===== src/rtl/beacon_sched.sv =====
// beacon_sched: frame scheduler for the beacon transmitter.
// Each frame is one start slot followed by ID_W ID slots (MSB first). A
// one-cycle tx_stb at the top of a slot keys a 1; a 0 leaves the slot silent.
// Frames repeat on a programmable period, and manual one-shot requests are
// merged with the periodic schedule.
module beacon_sched #(
    parameter int ID_W     = 8,
    parameter int SLOT_LEN = 1536,
    parameter int PER_W    = 24
) (
    input  logic             xtal_in,
    input  logic             rst,
    input  logic             enable,
    input  logic [PER_W-1:0] period,
    input  logic [ID_W-1:0]  beacon_id,
    input  logic             manual_req,
    output logic             tx_stb,
    output logic             busy,
    output logic             manual_ack,
    output logic             frame_done,
    output logic [15:0]      frame_cnt
);

    localparam int SLOT_W = (SLOT_LEN > 1) ? $clog2(SLOT_LEN) : 1;
    localparam int BIT_W  = $clog2(ID_W + 1);

    typedef enum logic {
        IDLE = 1'b0,
        SLOT = 1'b1
    } state_t;

    state_t            state_reg, state_next;
    logic [SLOT_W-1:0] slot_cnt_reg, slot_cnt_next;
    logic [BIT_W-1:0]  bit_idx_reg, bit_idx_next;
    logic [ID_W:0]     shreg_reg, shreg_next;
    logic [PER_W-1:0]  timer_reg, timer_next;
    logic              timer_run_reg, timer_run_next;
    logic              per_pend_reg, per_pend_next;
    logic              man_pend_reg, man_pend_next;
    logic              enable_d_reg;
    logic              tx_stb_reg, tx_stb_next;
    logic              busy_reg, busy_next;
    logic              manual_ack_reg, manual_ack_next;
    logic              frame_done_reg, frame_done_next;
    logic [15:0]       frame_cnt_reg, frame_cnt_next;

    logic start;
    logic slot_last;
    logic frame_last;
    logic expire;

    // Frame start is evaluated only from IDLE; manual_req is honoured the same cycle.
    assign start      = (state_reg == IDLE) && (per_pend_reg || man_pend_reg || manual_req);
    assign slot_last  = (slot_cnt_reg == SLOT_W'(SLOT_LEN - 1));
    assign frame_last = (bit_idx_reg == BIT_W'(ID_W));
    // Expiring two counts early lets the registered start land exactly on T+period.
    assign expire     = timer_run_reg && (timer_reg <= PER_W'(2));

    // State register.
    always_ff @(posedge xtal_in) begin
        if (rst) begin
            state_reg <= IDLE;
        end else begin
            state_reg <= state_next;
        end
    end

    // Next-state logic.
    always_comb begin
        state_next = state_reg;
        case (state_reg)
            IDLE: if (start) state_next = SLOT;
            SLOT: if (slot_last && frame_last) state_next = IDLE;
            default: state_next = IDLE;
        endcase
    end

    // Slot datapath and registered-output next values.
    always_comb begin
        slot_cnt_next   = slot_cnt_reg;
        bit_idx_next    = bit_idx_reg;
        shreg_next      = shreg_reg;
        tx_stb_next     = 1'b0;
        busy_next       = (state_next == SLOT);
        manual_ack_next = 1'b0;
        frame_done_next = 1'b0;
        frame_cnt_next  = frame_cnt_reg;
        if (start) begin
            slot_cnt_next   = '0;
            bit_idx_next    = '0;
            shreg_next      = {1'b1, beacon_id};
            tx_stb_next     = 1'b1;
            manual_ack_next = man_pend_reg || manual_req;
        end else if (state_reg == SLOT) begin
            slot_cnt_next   = slot_last ? '0 : SLOT_W'(slot_cnt_reg + SLOT_W'(1));
            frame_done_next = frame_last && (slot_cnt_reg == SLOT_W'(SLOT_LEN - 2));
            if (slot_last) begin
                if (frame_last) begin
                    frame_cnt_next = frame_cnt_reg + 16'd1;
                end else begin
                    // The bit after the current MSB becomes the next slot's bit.
                    bit_idx_next = BIT_W'(bit_idx_reg + BIT_W'(1));
                    shreg_next   = shreg_reg << 1;
                    tx_stb_next  = shreg_reg[ID_W-1];
                end
            end
        end
    end

    // Period timer and pending-request flags.
    always_comb begin
        timer_next     = (timer_reg == '0) ? '0 : PER_W'(timer_reg - PER_W'(1));
        timer_run_next = timer_run_reg && !expire;
        if (start) begin
            timer_next     = period;
            timer_run_next = 1'b1;
        end
        per_pend_next = per_pend_reg || (enable && !enable_d_reg) || (expire && enable);
        if (start || !enable) per_pend_next = 1'b0;
        man_pend_next = man_pend_reg || ((state_reg == SLOT) && manual_req);
        if (start) man_pend_next = 1'b0;
    end

    // Datapath and output registers.
    always_ff @(posedge xtal_in) begin
        if (rst) begin
            slot_cnt_reg   <= '0;
            bit_idx_reg    <= '0;
            shreg_reg      <= '0;
            timer_reg      <= '0;
            timer_run_reg  <= 1'b0;
            per_pend_reg   <= 1'b0;
            man_pend_reg   <= 1'b0;
            enable_d_reg   <= 1'b0;
            tx_stb_reg     <= 1'b0;
            busy_reg       <= 1'b0;
            manual_ack_reg <= 1'b0;
            frame_done_reg <= 1'b0;
            frame_cnt_reg  <= '0;
        end else begin
            slot_cnt_reg   <= slot_cnt_next;
            bit_idx_reg    <= bit_idx_next;
            shreg_reg      <= shreg_next;
            timer_reg      <= timer_next;
            timer_run_reg  <= timer_run_next;
            per_pend_reg   <= per_pend_next;
            man_pend_reg   <= man_pend_next;
            enable_d_reg   <= enable;
            tx_stb_reg     <= tx_stb_next;
            busy_reg       <= busy_next;
            manual_ack_reg <= manual_ack_next;
            frame_done_reg <= frame_done_next;
            frame_cnt_reg  <= frame_cnt_next;
        end
    end

    assign tx_stb     = tx_stb_reg;
    assign busy       = busy_reg;
    assign manual_ack = manual_ack_reg;
    assign frame_done = frame_done_reg;
    assign frame_cnt  = frame_cnt_reg;

endmodule


===== config.mk =====
export PLATFORM = sky130hd
export DESIGN_NAME = beacon_sched
export DESIGN_NICKNAME = d
export VERILOG_FILES = /design/src/rtl/beacon_sched.sv
export SDC_FILE = /design/constraint.sdc
export NUM_CORES = 1
export LEC_CHECK = 0
export BUFFER_PORTS_ARGS = -buffer_cell sky130_fd_sc_hd__buf_2
export CAP_MARGIN = 20
export CORE_ASPECT_RATIO = 0.5
export CORE_MARGIN = 3
export CORE_UTILIZATION = 54
export CTS_BUF_LIST = sky130_fd_sc_hd__clkbuf_16
export DETAILED_ROUTE_END_ITERATION = 8
export GPL_TIMING_DRIVEN = 0
export PLACE_DENSITY = 0.73
export SLEW_MARGIN = 10
export SYNTH_ARGS = -nofsm -noshare
export SYNTH_HDL_FRONTEND = slang
export SYNTH_SLANG_ARGS = --single-unit

===== constraint.sdc =====
create_clock -name xtal_in -period 6.4 [get_ports xtal_in]
set_input_delay 0.64 -clock xtal_in [delete_from_list [all_inputs] [get_ports xtal_in]]
set_output_delay 0.64 -clock xtal_in [all_outputs]
set_load 0.005 [all_outputs]

==> reports/results.txt <==
Subtracting the final worst setup slack from the clock period gives 2.61 ns. In this run the worst hold path is classified as reg2reg. The tools report the aggregate negative setup slack as 0 ns. The tools report the count of maximum capacitance violations as 0. The count of buffers added on input and output ports is 54.

Of the total synthesized cell area, the portion taken by AND, OR, NAND and NOR gates is 28.3%. The root buffer cell chosen for the clock tree is clkbuf_16. For the worst flop-to-flop path, the logic depth is 6. The maximum clock path buffer count came out at 2.

The power density relative to cell area was 279 mW/mm^2. Largest fanout of any net on the critical path: 9. The total nets after synthesis came out at 443.

In this design, the largest share of critical-path delay is due to simple AND/OR/NAND/NOR gates. The start point of the worst min-delay path was frame_cnt[15]. The critical path in this run is classified as reg2reg. The clock insertion delay at the later pin of the skew report is 0.33 ns. By area, the combinational part of the netlist is dominated by simple AND/OR/NAND/NOR gates.

The flip-flop count of the largest register, all copies and words added is 24, and the number of distinct standard cells referenced by the synthesized netlist is 39. Of the post-synthesis cell area, the part taken by muxes is 2.68%. The first-pass GRT wire length is 13000 um, and the number of cells traversed by the worst hold path is 2. The detailed router finished its first iteration with 209 violations. The share of the synthesized area in the top cell type works out to 42.3%. The count of final setup violators is 0. The number of antenna diodes in the final layout is 0.

IR analysis of the VDD net gives a maximum drop of 0.000152 V. Buffer and inverter count on the worst path: 0. After detailed routing, the average wire length per cell comes to 14.2 um.

The worst register-to-register path begins at slot_cnt_reg[0]. The number of hold buffers added after CTS was 0. The total instance count after detailed placement came out at 538.

For hold timing, the worst endpoint is frame_cnt[15]. Row generation in the floorplan step produced 19 rows. STA classifies the critical path endpoint as a flop. The count of unresolved DRC violations after routing came out at 0.

The number of antenna violations at the first check in global routing is 0. Based on the critical path, the design can be clocked at up to 384 MHz. The synthesized area per cell was 8.41 um^2. The kind of start point of the critical path is a flop.

For this run, the number of Yosys warnings is 0. The most numerous cell type found on the critical path is nand4_1. The synthesized netlist devotes 11.3% of its cell area to compound gates.

Counting buffers and inverters, the worst setup path is 6 cells deep. The net count of the finished layout is 508, and the adder and majority cell fraction of the synthesized area is 2.60%. The max-slew violation total from the final report came out at 0.

The flow ran to the end, and the final reports show no timing, DRC or antenna violations. The number of fill cells is 503, and the share of the synthesized netlist area taken by xor and xnor gates is 8.85%. Proportion of layout cells with a drive suffix above 1: 15.8%. The tools report the cell area after technology mapping as 0.00336 mm^2. The critical path required time is 6.66 ns.

For this design the static power due to leakage is 1.56 nW. For this run, the number of standard cells in the final layout without fillers is 552. On the critical path, the stage with the largest delay is an instance of or4_1.

The synthesized instance count came out at 400. Counting the buffers created by CTS gives 9. The half-perimeter wire length after placement came out at 5700 um. TritonCTS built the clock tree. The floorplan step defined a die boundary enclosing 0.00727 mm^2. The overflow left after global routing came out at 0. For this design the top-level I/O count stands at 56.

Clock-pin slew reported for the worst setup and hold paths after clock tree synthesis: 0.05 ns. The number of endpoints with negative hold slack in the final report was 0; the post-route clock period utilization was 40.7%. The detail route stage leaves a number of antenna-violating nets equal to 0. The critical path goes through ha_1 > nand4_1 > nor4_4 > nand4_1 > or4_1 > a21oi_1.

Summing over every cut layer, the via total after detailed routing is 3030. In this run the register-to-register setup slack is 3.79 ns. In this design, the stage delay of the slowest critical-path cell is 0.58 ns. In this run the standard cell core region covers 0.00575 mm^2. In this run the tightest slew margin relative to its limit is 59.4%. Across every metal layer, demand over resource in global routing totals 22.2%. For this configuration, the core starts out at a cell density of 58.5%. The growth of design area from synthesis to finish works out to 18.4%. After synthesis, the cell types taking the most area are dfxtp_1 42%, nor2_1 5.6%, xnor2_1 5.5%. Entering global routing, the biggest net connects 11 pins. Largest area contributor in the netlist: dfxtp_1.

The congestion estimate from routability-driven global placement came to 0.777. The final layout contains routed wiring with a total length of 7820 um. At the pin with the least slew margin, the transition time is 0.609 ns. The die width is 118 um, and the number of gates resized after cts is 0. Setup repair after global routing left no endpoint under its margin. The number of global-route vias before repair was 2952; the post-synthesis sequential element count was 71. CTS saw 71 sinks. The average via count per standard cell was 5.49; the deepest level of the CTS H-tree was 3. At the worst endpoint, the arrival time is 2.86 ns. The worst register-to-register path ends at frame_cnt[15].

The number of detailed-routing iterations run before antenna repair was 5; the die boundary height was 61.8 um. After clock tree synthesis, the setup repair step added 0 buffers. For the sequential share of the synthesized area, the log shows 42.3%. The clock arrives with 0.00482 ns of skew.
-- synthesized netlist by cell type --
| cell type | number |
|---|---|
| dfxtp_1 | 71 |
| nor2_1 | 50 |
| nand2_1 | 28 |
| o21ai_0 | 26 |
| a21oi_1 | 25 |
| xnor2_1 | 21 |
| clkbuf_1 | 19 |
| nand3_1 | 18 |
| or3_1 | 15 |
| inv_1 | 14 |
| nor3_1 | 14 |
| xor2_1 | 13 |
| nand3b_1 | 11 |
| nand4_1 | 10 |
| mux2i_1 | 9 |
| a211oi_1 | 7 |
| ha_1 | 7 |
| or4_1 | 7 |
| nor4_1 | 5 |
| nand2b_1 | 3 |
| or2_2 | 3 |
| or4_4 | 3 |
| and2_1 | 2 |
| nor2b_1 | 2 |
| nor3b_1 | 2 |
| o221a_2 | 2 |
| a21o_1 | 1 |
| a311oi_1 | 1 |
| a31oi_1 | 1 |
| and3b_1 | 1 |
| buf_6 | 1 |
| nand4b_1 | 1 |
| nor4_4 | 1 |
| nor4b_1 | 1 |
| o2111ai_1 | 1 |
| o311a_1 | 1 |
| o31ai_1 | 1 |
| or3_2 | 1 |
| or4b_1 | 1 |
-- per-layer routing --
layer  share of wire (%)  routed length (um)  GRT usage [%]  up-vias
met5                   0                   0              0        -
li1                    -                   -              -     1535
met3                 3.9                 308           6.06       11
met4                 1.2                  90           8.17        0
met2                  48                3790           41.1       52
met1                  46                3630           25.9     1432
-- tightest hold or removal path, delay by kind of cell, from the launching register on --
family          cells  cell delay [ns]
compound gates      2             0.12
flops               1             0.31
-- cells by family after synthesis --
kind of cell | Yosys count
AOI/OAI and AO/OA | 66
xor gates and xnor gates | 34
adders and majority gates | 7
buffers and inverters | 34
DFF | 71
muxes | 9
and+or+nand+nor | 179
-- where the power goes --
part,switching [mW],internal (mW),total [mW]
combinational,0.107,0.0832,0.190
clock,0.168,0.250,0.418
sequential,0.0289,0.474,0.503
-- final cells by class --
cell class	count	area, um^2	area share (%)
timing repair buffer	54	270	6.79
clock inverter	5	18.8	0.471
inverter	14	52.6	1.32
tap	84	105	2.64
sequential	71	1420	35.7
multi-input combinational	295	1810	45.4
buffer	20	82.6	2.07
clock buffer	9	225	5.66
-- placed cells by master (no fill, tap or decap), drive strengths merged, types with 2 or more instances in the layout --
cell type / netlist / layout
inv: 14 / 15
nor2: 50 / 50
o221a: 2 / 2
a211oi: 7 / 7
or3: 16 / 16
nand3: 18 / 18
nor3: 14 / 14
clkbuf: 19 / 28
nor3b: 2 / 2
buf: 1 / 55
a21oi: 25 / 25
and2: 2 / 2
nor4: 6 / 6
or4: 10 / 10
nand2b: 3 / 3
nor2b: 2 / 2
or2: 3 / 3
clkinv: 0 / 4
xnor2: 21 / 21
mux2i: 9 / 9
xor2: 13 / 13
ha: 7 / 7
nand2: 28 / 28
dfxtp: 71 / 71
nand4: 10 / 10
o21ai: 26 / 26
nand3b: 11 / 11
-- worst max path at each step --
stage                         start  slack (ns)            end
floorplan              timer_reg[0]        4.00   timer_reg[6]
global placement       timer_reg[0]        3.85   timer_reg[6]
detailed placement  slot_cnt_reg[0]        3.81  frame_cnt[15]
CTS                 slot_cnt_reg[0]        3.81  frame_cnt[15]
global route        slot_cnt_reg[0]        3.57  frame_cnt[15]
finish              slot_cnt_reg[0]        3.79  frame_cnt[15]
-- through the flow --
| stage | instance area, um^2 | util, % | hold WS (ns) | total power, mW | worst slack [ns] |
|---|---|---|---|---|---|
| floorplan | 3360 | - | 0.447 | 0.647 | 4.00 |
| global placement | 3740 | 65.0 | 0.455 | 0.691 | 3.85 |
| detailed placement | 3740 | 65.0 | 0.474 | 0.699 | 3.81 |
| CTS | 3980 | 69.2 | 0.481 | 1.12 | 3.81 |
| global route | 3980 | 69.2 | 0.512 | 1.17 | 3.57 |
| finish | 3980 | 69.2 | 0.482 | 1.11 | 3.79 |
Power figures use the tool's default switching activity.
